===== config.mk =====
export PLATFORM = sky130hd
export DESIGN_NAME = ahb_i2c_slave_if_flat
export DESIGN_NICKNAME = d
export VERILOG_FILES = /design/src/rtl/ahb_i2c_slave_if_if.sv /design/src/rtl/ahb_i2c_slave_if.sv /design/src/flat_wrapper.sv
export SDC_FILE = /design/constraint.sdc
export NUM_CORES = 1
export LEC_CHECK = 0
export ABC_AREA = 1
export CORE_UTILIZATION = 45
export CTS_CLUSTER_DIAMETER = 150
export DETAILED_ROUTE_END_ITERATION = 16
export PLACE_DENSITY = 0.81
export SYNTH_ARGS = -nofsm -noshare
export SYNTH_HDL_FRONTEND = slang
export SYNTH_SLANG_ARGS = --single-unit

===== constraint.sdc =====
create_clock -name Hclk -period 2.5 [get_ports Hclk]
set_clock_uncertainty 0.05 [all_clocks]
set_input_delay 0.25 -clock Hclk [delete_from_list [all_inputs] [get_ports Hclk]]
set_output_delay 0.25 -clock Hclk [all_outputs]
set_load 0.01 [all_outputs]

===== src/rtl/ahb_i2c_slave_if_if.sv =====
// AHB-Lite bus bundle between the system master and the I2C bridge register slave.
// Latency: none; the interface only groups the signals.
// Backpressure: hreadyout/hready carry the wait-state handshake.
interface ahb_i2c_slave_if_if;
    logic        hsel;
    logic [31:0] haddr;
    logic [1:0]  htrans;
    logic        hwrite;
    logic [2:0]  hsize;
    logic [2:0]  hburst;
    logic [31:0] hwdata;
    logic        hready;
    logic        hreadyout;
    logic        hresp;
    logic [31:0] hrdata;

    modport master (
        output hsel, haddr, htrans, hwrite, hsize, hburst, hwdata, hready,
        input  hreadyout, hresp, hrdata
    );

    modport slave (
        input  hsel, haddr, htrans, hwrite, hsize, hburst, hwdata, hready,
        output hreadyout, hresp, hrdata
    );
endinterface


===== src/rtl/ahb_i2c_slave_if.sv =====
// AHB-Lite register slave for the AHB-to-I2C bridge: CTRL, STATUS, TXDATA (FIFO), RXDATA, SADDR.
// Latency: zero wait states; read data is driven in the data phase straight from the registers.
// Backpressure: a TXDATA write to a full FIFO holds hreadyout low until a slot frees; illegal access -> 2-cycle ERROR.
// Optional feature macro AHB_SLV_IRQ_EN adds a registered irq output.
module ahb_i2c_slave_if #(
    parameter logic [31:0] BASE_ADDR  = 32'h4000_0000,
    parameter int          FIFO_DEPTH = 4
) (
    input  logic                     Hclk,
    input  logic                     Hreset,
    ahb_i2c_slave_if_if.slave        bus,
    output logic [7:0]               tx_data,
    output logic                     tx_valid,
    input  logic                     tx_ready,
    input  logic [7:0]               rx_data,
    input  logic                     rx_valid,
    output logic [7:0]               i2c_ctrl,
    output logic [6:0]               i2c_saddr,
    input  logic                     i2c_busy,
    input  logic                     i2c_nack
`ifdef AHB_SLV_IRQ_EN
    ,
    output logic                     irq
`endif
);

    localparam int             PW       = $clog2(FIFO_DEPTH);
    localparam logic [PW:0]    FULL_CNT = FIFO_DEPTH[PW:0];
    localparam logic [2:0]     IDX_CTRL  = 3'd0;
    localparam logic [2:0]     IDX_STAT  = 3'd1;
    localparam logic [2:0]     IDX_TX    = 3'd2;
    localparam logic [2:0]     IDX_RX    = 3'd3;
    localparam logic [2:0]     IDX_SADDR = 3'd4;

    typedef enum logic [2:0] {S_IDLE, S_DATA, S_WAIT, S_ERR1, S_ERR2} state_t;

    state_t          r_state, w_next;
    logic [4:0]      r_addr;
    logic            r_write;
    logic [7:0]      r_ctrl;
    logic [6:0]      r_saddr;
    logic [7:0]      r_rx_byte;
    logic            r_rx_full, r_overrun;
    logic [7:0]      r_mem [FIFO_DEPTH];
    logic [PW-1:0]   r_wr_ptr, r_rd_ptr;
    logic [PW:0]     r_count;

    logic            w_addr_acc, w_take, w_aligned, w_legal;
    logic            w_in_dphase, w_lane0, w_tx_wr;
    logic            w_tx_full, w_tx_empty, w_pop, w_push_ok, w_push;
    logic            w_wr_ctrl, w_wr_saddr, w_rd_rx, w_rd_status;
    logic            w_ready, w_resp;
    logic [31:0]     w_rdata, w_status;
    logic            w_unused;

    // Address-phase decode: legality is judged on the live address-phase signals.
    assign w_addr_acc = bus.hsel & bus.hready & bus.htrans[1];
    assign w_take     = w_addr_acc & w_ready & (r_state != S_ERR1);
    assign w_aligned  = (bus.hsize == 3'b001) ? ~bus.haddr[0] :
                        (bus.hsize == 3'b010) ? (bus.haddr[1:0] == 2'b00) : 1'b1;
    assign w_legal    = (bus.haddr[31:5] == BASE_ADDR[31:5]) && (bus.haddr[4:2] <= IDX_SADDR) &&
                        (bus.hsize <= 3'b010) && w_aligned;

    // Data-phase decode. Legal accesses are aligned, so byte lane 0 is enabled exactly
    // when the low address bits are zero; every register lives in lane 0.
    assign w_in_dphase = (r_state == S_DATA) || (r_state == S_WAIT);
    assign w_lane0     = (r_addr[1:0] == 2'b00);
    assign w_tx_wr     = w_in_dphase & r_write & (r_addr[4:2] == IDX_TX) & w_lane0;
    assign w_wr_ctrl   = (r_state == S_DATA) & r_write & (r_addr[4:2] == IDX_CTRL) & w_lane0;
    assign w_wr_saddr  = (r_state == S_DATA) & r_write & (r_addr[4:2] == IDX_SADDR) & w_lane0;
    assign w_rd_rx     = (r_state == S_DATA) & ~r_write & (r_addr[4:2] == IDX_RX);
    assign w_rd_status = (r_state == S_DATA) & ~r_write & (r_addr[4:2] == IDX_STAT);

    // TX FIFO handshake: a pop in the same cycle frees the slot a full-FIFO push needs.
    assign w_tx_full  = (r_count == FULL_CNT);
    assign w_tx_empty = (r_count == '0);
    assign w_pop      = ~w_tx_empty & tx_ready;
    assign w_push_ok  = ~w_tx_full | w_pop;
    assign w_push     = w_tx_wr & w_push_ok;
    assign w_status   = {26'b0, r_overrun, r_rx_full, w_tx_full, w_tx_empty, i2c_nack, i2c_busy};

    // FSM state register.
    always_ff @(posedge Hclk or negedge Hreset) begin
        if (!Hreset) r_state <= S_IDLE;
        else         r_state <= w_next;
    end

    // FSM next state: stall in WAIT, two-cycle error, otherwise follow the next address phase.
    always_comb begin
        w_next = S_IDLE;
        case (r_state)
            S_ERR1:  w_next = S_ERR2;
            default: begin
                if (!w_ready)        w_next = S_WAIT;
                else if (w_take)     w_next = w_legal ? S_DATA : S_ERR1;
                else                 w_next = S_IDLE;
            end
        endcase
    end

    // FSM outputs: wait states, error response and the read-data mux.
    always_comb begin
        w_ready = 1'b1;
        w_resp  = 1'b0;
        w_rdata = '0;
        case (r_state)
            S_DATA, S_WAIT: begin
                if (w_tx_wr && !w_push_ok) w_ready = 1'b0;
                if ((r_state == S_DATA) && !r_write) begin
                    case (r_addr[4:2])
                        IDX_CTRL:  w_rdata = {24'b0, r_ctrl};
                        IDX_STAT:  w_rdata = w_status;
                        IDX_RX:    w_rdata = r_rx_full ? {24'b0, r_rx_byte} : 32'b0;
                        IDX_SADDR: w_rdata = {25'b0, r_saddr};
                        default:   w_rdata = '0;
                    endcase
                end
            end
            S_ERR1: begin
                w_ready = 1'b0;
                w_resp  = 1'b1;
            end
            S_ERR2:  w_resp = 1'b1;
            default: ;
        endcase
    end

    assign bus.hreadyout = w_ready;
    assign bus.hresp     = w_resp;
    assign bus.hrdata    = w_rdata;

    // Address capture and the RW control registers (written at the end of the data phase).
    always_ff @(posedge Hclk or negedge Hreset) begin
        if (!Hreset) begin
            r_addr  <= '0;
            r_write <= 1'b0;
            r_ctrl  <= '0;
            r_saddr <= '0;
        end else begin
            if (w_take) begin
                r_addr  <= bus.haddr[4:0];
                r_write <= bus.hwrite;
            end
            if (w_wr_ctrl)  r_ctrl  <= bus.hwdata[7:0];
            if (w_wr_saddr) r_saddr <= bus.hwdata[6:0];
        end
    end

    // TX FIFO storage, pointers and occupancy.
    always_ff @(posedge Hclk or negedge Hreset) begin
        if (!Hreset) begin
            r_wr_ptr <= '0;
            r_rd_ptr <= '0;
            r_count  <= '0;
            for (int i = 0; i < FIFO_DEPTH; i++) r_mem[i] <= 8'h00;
        end else begin
            if (w_push) begin
                r_mem[r_wr_ptr] <= bus.hwdata[7:0];
                r_wr_ptr        <= r_wr_ptr + PW'(1);
            end
            if (w_pop) r_rd_ptr <= r_rd_ptr + PW'(1);
            if (w_push && !w_pop)      r_count <= r_count + (PW+1)'(1);
            else if (!w_push && w_pop) r_count <= r_count - (PW+1)'(1);
        end
    end

    // RX holding byte with sticky overrun; a new byte always wins over a same-cycle read.
    always_ff @(posedge Hclk or negedge Hreset) begin
        if (!Hreset) begin
            r_rx_byte <= '0;
            r_rx_full <= 1'b0;
            r_overrun <= 1'b0;
        end else begin
            if (rx_valid) begin
                r_rx_byte <= rx_data;
                r_rx_full <= 1'b1;
            end else if (w_rd_rx) begin
                r_rx_full <= 1'b0;
            end
            if (rx_valid && r_rx_full) r_overrun <= 1'b1;
            else if (w_rd_status)      r_overrun <= 1'b0;
        end
    end

    assign tx_data   = r_mem[r_rd_ptr];
    assign tx_valid  = ~w_tx_empty;
    assign i2c_ctrl  = r_ctrl;
    assign i2c_saddr = r_saddr;

`ifdef AHB_SLV_IRQ_EN
    // Interrupt: CTRL[7:5] enable rx_full, tx_empty and nack sources.
    always_ff @(posedge Hclk or negedge Hreset) begin
        if (!Hreset) irq <= 1'b0;
        else         irq <= (r_ctrl[7] & r_rx_full) | (r_ctrl[6] & w_tx_empty) | (r_ctrl[5] & i2c_nack);
    end
`endif

    // Burst type and the upper write lanes carry nothing this block stores.
    assign w_unused = ^{1'b0, bus.hburst, bus.hwdata[31:8]};

endmodule


===== src/flat_wrapper.sv =====
// flat-port wrapper written by rule: the top's interface ports become plain ports
module ahb_i2c_slave_if_flat 
#(
    parameter logic [31:0] BASE_ADDR  = 32'h4000_0000,
    parameter int          FIFO_DEPTH = 4
)
  (Hclk, Hreset, tx_data, tx_valid, tx_ready, rx_data, rx_valid, i2c_ctrl, i2c_saddr, i2c_busy, i2c_nack, bus_hsel, bus_haddr, bus_htrans, bus_hwrite, bus_hsize, bus_hburst, bus_hwdata, bus_hready, bus_hreadyout, bus_hresp, bus_hrdata);
  ahb_i2c_slave_if_if bus_i ();
  input  logic Hclk;
  input  logic Hreset;
  output logic [7:0] tx_data;
  output logic tx_valid;
  input  logic tx_ready;
  input  logic [7:0] rx_data;
  input  logic rx_valid;
  output logic [7:0] i2c_ctrl;
  output logic [6:0] i2c_saddr;
  input  logic i2c_busy;
  input  logic i2c_nack;
  input wire logic [$bits(bus_i.hsel)-1:0] bus_hsel;
  input wire logic [$bits(bus_i.haddr)-1:0] bus_haddr;
  input wire logic [$bits(bus_i.htrans)-1:0] bus_htrans;
  input wire logic [$bits(bus_i.hwrite)-1:0] bus_hwrite;
  input wire logic [$bits(bus_i.hsize)-1:0] bus_hsize;
  input wire logic [$bits(bus_i.hburst)-1:0] bus_hburst;
  input wire logic [$bits(bus_i.hwdata)-1:0] bus_hwdata;
  input wire logic [$bits(bus_i.hready)-1:0] bus_hready;
  output wire logic [$bits(bus_i.hreadyout)-1:0] bus_hreadyout;
  output wire logic [$bits(bus_i.hresp)-1:0] bus_hresp;
  output wire logic [$bits(bus_i.hrdata)-1:0] bus_hrdata;
  assign bus_i.hsel = bus_hsel;
  assign bus_i.haddr = bus_haddr;
  assign bus_i.htrans = bus_htrans;
  assign bus_i.hwrite = bus_hwrite;
  assign bus_i.hsize = bus_hsize;
  assign bus_i.hburst = bus_hburst;
  assign bus_i.hwdata = bus_hwdata;
  assign bus_i.hready = bus_hready;
  assign bus_hreadyout = bus_i.hreadyout;
  assign bus_hresp = bus_i.hresp;
  assign bus_hrdata = bus_i.hrdata;
  ahb_i2c_slave_if #(.BASE_ADDR(BASE_ADDR), .FIFO_DEPTH(FIFO_DEPTH)) u_core (.Hclk(Hclk), .Hreset(Hreset), .bus(bus_i), .tx_data(tx_data), .tx_valid(tx_valid), .tx_ready(tx_ready), .rx_data(rx_data), .rx_valid(rx_valid), .i2c_ctrl(i2c_ctrl), .i2c_saddr(i2c_saddr), .i2c_busy(i2c_busy), .i2c_nack(i2c_nack));
endmodule

==> results by group <==
Layout
  • Final non-filler cell area: 0.005136 mm²
  • Share of cells above drive strength 1: 7.873%
  • Synth-to-Final Area Change: 29.17%
  • Final core occ: 61.28%
  • Count of nets after finishing: 688
  • Commonest cells after routing, fill and taps aside: 153 x nand2_1, 87 x clkdlybuf4s50_1, 71 x dfrtp_1
  • Antenna fix cells: 0
  • Most common cell after layout, fill and taps aside: nand2_1
  • Layout Cells excl Fill: 702
  • Fill cells: a little over 700

Logic synthesis
  • Post-Syn Instances: 495
  • Post-synthesis sequential area ratio: between 40% and 50%
  • Area of the mapped netlist: 0.003976 mm²
  • Average size of a mapped cell: 8.033 µm²
  • Synthesis warning total: 0
  • Share of synthesized flip-flops with an asynchronous set or reset: 100.0%
  • Flip-flop and latch count after synthesis: 73
  • Unique cell type count in the Yosys netlist: 35
  • Main synth FF type: dfrtp_1
  • Post-synth EDFFs: 0

Global routing
  • Number of global-route vias before repair: 3,534
  • GR met1 Demand/Resource: 29.05%
  • Met2 Resource Use GR: 37.41%
  • Pin count of the biggest net entering global routing: 37
  • Most used routing layer: met2
  • Global routing usage summed across all routing layers: 22.74%
  • Initial antenna violation count: 0
  • Met3 GRT Util: 4.976%
  • Wire length of the first global-routing pass: approximately 16 mm
  • Global route overflow: 0

CTS
  • Number of buffers created by CTS: 9
  • Clock input transition at the sequential cells of the worst setup and hold paths: 0.08 ns
  • Skew-Pair Late Insertion Delay: between 0.3 and 0.4 ns
  • Clock tree from TritonCTS: yes
  • Longest Clk Path Bufs: 2
  • Clock sinks: 73
  • Root Driver: clkbuf_8
  • Maximum level of the CTS H-tree: 3

Worst setup path
  • Data required time of the worst path: between 2 and 2.5 ns
  • Crit path largest cell delay: ~0.55 ns
  • Buffer and inverter count on the worst path: 1
  • Worst-path cell chain: nor2_2 > nand3_2 > o21ai_0 > nor2_1 > nor2_1 > clkdlybuf4s50_1
  • Arrival time of data at the critical path endpoint: 2.11 ns
  • Critical Path Source Type: flip-flop
  • Most Frequent Cell on Critical Path: nor2_1
  • Slowest cell on the critical path: clkdlybuf4s50_1
  • Type of destination of the critical path: output port
  • CP Max Fanout: 6
  • CP top delay family: buffers and inverters
  • Kind of critical path: flip-flop to output port

Floorplan
  • Die ar.: 0.009216 mm²
  • Top Ports: ~150
  • Die X-Extent: 96 µm
  • Floorplan die height: around 96 µm
  • Placeable core region: about 0.0084 mm²
  • Initial Util: 47.44%
  • Number of placement rows: 33

Power
  • Total power: 0.004069 W
  • Worst supply voltage drop on vdd: 0.3710 mV
  • Total power per unit cell area: 792.3 mW/mm²
  • Lkg Pwr: 2.634 nW

STA
  • FMAX: 415.0 MHz
  • Final count of negative-setup-slack endpoints: 0
  • Tightest hold margin: 0.3945 ns
  • Headroom to the max-slew limit: 59.03%
  • Transition time at the pin with the least slew margin: roughly 0.61 ns
  • Final hold viol count: 0
  • Ratio of final minimum period to clock period: between 90% and 100%
  • Number of max-slew violations in the final report: 0
  • Minimum clock period after layout: around 2.4 ns

Placed design
  • HPWL after DPL: about 7.0 mm
  • Weighted congestion reported at the end of routability-driven placement: 0.8610
  • Post-Place Cell Area: 0.004876 mm²
  • Placed cell count: 682
  • Port Buffers: 94

Outcome
  • Outcome: completed

Routing
  • DR vias: 3,660
  • Number of DRC markers in iteration 0: between 200 and 300
  • DR vias/cell: approximately 5.2
  • Length of the first detailed-routing pass in iterations: 5
  • Final ANT Viol Nets: 0
  • Avg WL per Cell: between 10 and 15 µm
  • Post-route DRC: 0
  • Routed WL: approximately 9.6 mm

Flow run
  • Max-Cap Viols: 0

Min path
  • Path class of the lowest-slack min-delay path: input pin to flip-flop
through the flow:
stage                     setup WS (ns)  TNS [ns]
after floorplan                  0.3424         0
after global placement           0.2678         0
after detailed placement         0.2179         0
after CTS                       0.02416         0
after global routing           -0.02873  -0.04516
final                           0.09052         0
flip-flops by register name, indices dropped and copies added, names as in the netlist, 2 cells and up:
name              cells
u_core.r_wr_ptr       2
u_core.r_mem         32
u_core.i2c_ctrl       8
u_core.i2c_saddr      7
u_core.r_state        3
u_core.r_rx_byte      8
u_core.r_rd_ptr       2
u_core.r_addr         5
u_core.r_count        3
synth_stat cells (all sizes together), types with 2 or more instances:
library cell / n / area share (%)
nand2: 157 / 15
dfrtp: 73 / 46
nor2: 56 / 5.9
o21ai: 48 / 6.0
buf: 36 / 7.0
inv: 35 / 3.3
nand4: 33 / 5.2
nand3: 19 / 3.7
o22ai: 8 / 1.3
clkbuf: 5 / 0.47
ha: 5 / 1.6
a21oi: 3 / 0.38
xor2: 3 / 0.66
and2: 2 / 0.31
nor3: 2 / 0.82
final timing paths:
path                              startpoint                  end  slack (ns)  depth (start not counted)
setup / recovery            u_core.r_addr[4]        bus_hrdata[1]        0.09                          6
setup reg to reg           u_core.r_count[0]    u_core.r_count[1]        0.33                         10
max in group asynchronous             Hreset     u_core.r_addr[3]        1.22                          3
hold reg to reg            u_core.r_state[2]    u_core.r_state[2]        0.41                          1
min in group asynchronous             Hreset      u_core.r_mem[7]        0.41                          2
hold / removal                    rx_data[4]  u_core.r_rx_byte[4]        0.39                          3
power by group:
part / internal (W) / switching, W
clock network: 0.000508 / 0.000423
registers: 0.00138 / 0.000193
logic: 0.000702 / 0.000861
total: 0.00259 / 0.00148
what timing repair did:
| item | 4_1_cts | 5_1_grt |
|---|---|---|
| setup buffers | 0 | 4 |
| resized for setup | 0 | 12 |
| hold buffers | 1 | 0 |
| endpoints found under the hold margin | 25 | 0 |
| setup endpoints to repair | 0 | 6 |
per-layer routing:
layer / share of wire, % / up-vias
li1: - / 1771
met1: 41 / 1718
met2: 52 / 157
met3: 6.4 / 14
met4: 1.5 / 0
met5: 0 / -
cell families (layout without fill, tap and decap cells):
kind of cell,count (synthesis),in the layout,share of synthesized area [%]
other,1,24,0.09431
adder cells (fa/ha/maj),6,6,2.077
flip-flops,73,73,45.94
multiplexers,1,1,0.2832
AO/OA/AOI/OAI,64,64,8.622
XOR/XNOR,4,4,0.8812
buffers and inverters,76,155,10.82
AND/OR/NAND/NOR,270,270,31.28
cell type report:
class                   instances  area [µm²]  area share (%)
inverters                      35       131.4           2.558
well taps                     105       131.4           2.558
clock buffers                  12       155.1           3.021
repair buffers                105        1036           20.17
flip-flops and latches         73        1829           35.61
multi-input cells             369        1813           35.30
clock inverters                 3       40.04          0.7795
worst register-to-register path, stage by stage, from the launching register on:
cell,delay (ns)
dfrtp_1,0.44
nor2_2,0.21
nand3_1,0.12
nand2_1,0.09
inv_2,0.05
nand2_4,0.07
inv_2,0.04
ha_1,0.18
inv_1,0.11
fa_1,0.43
mux2_2,0.27
No activity file was read; power rests on OpenSTA's default activity.
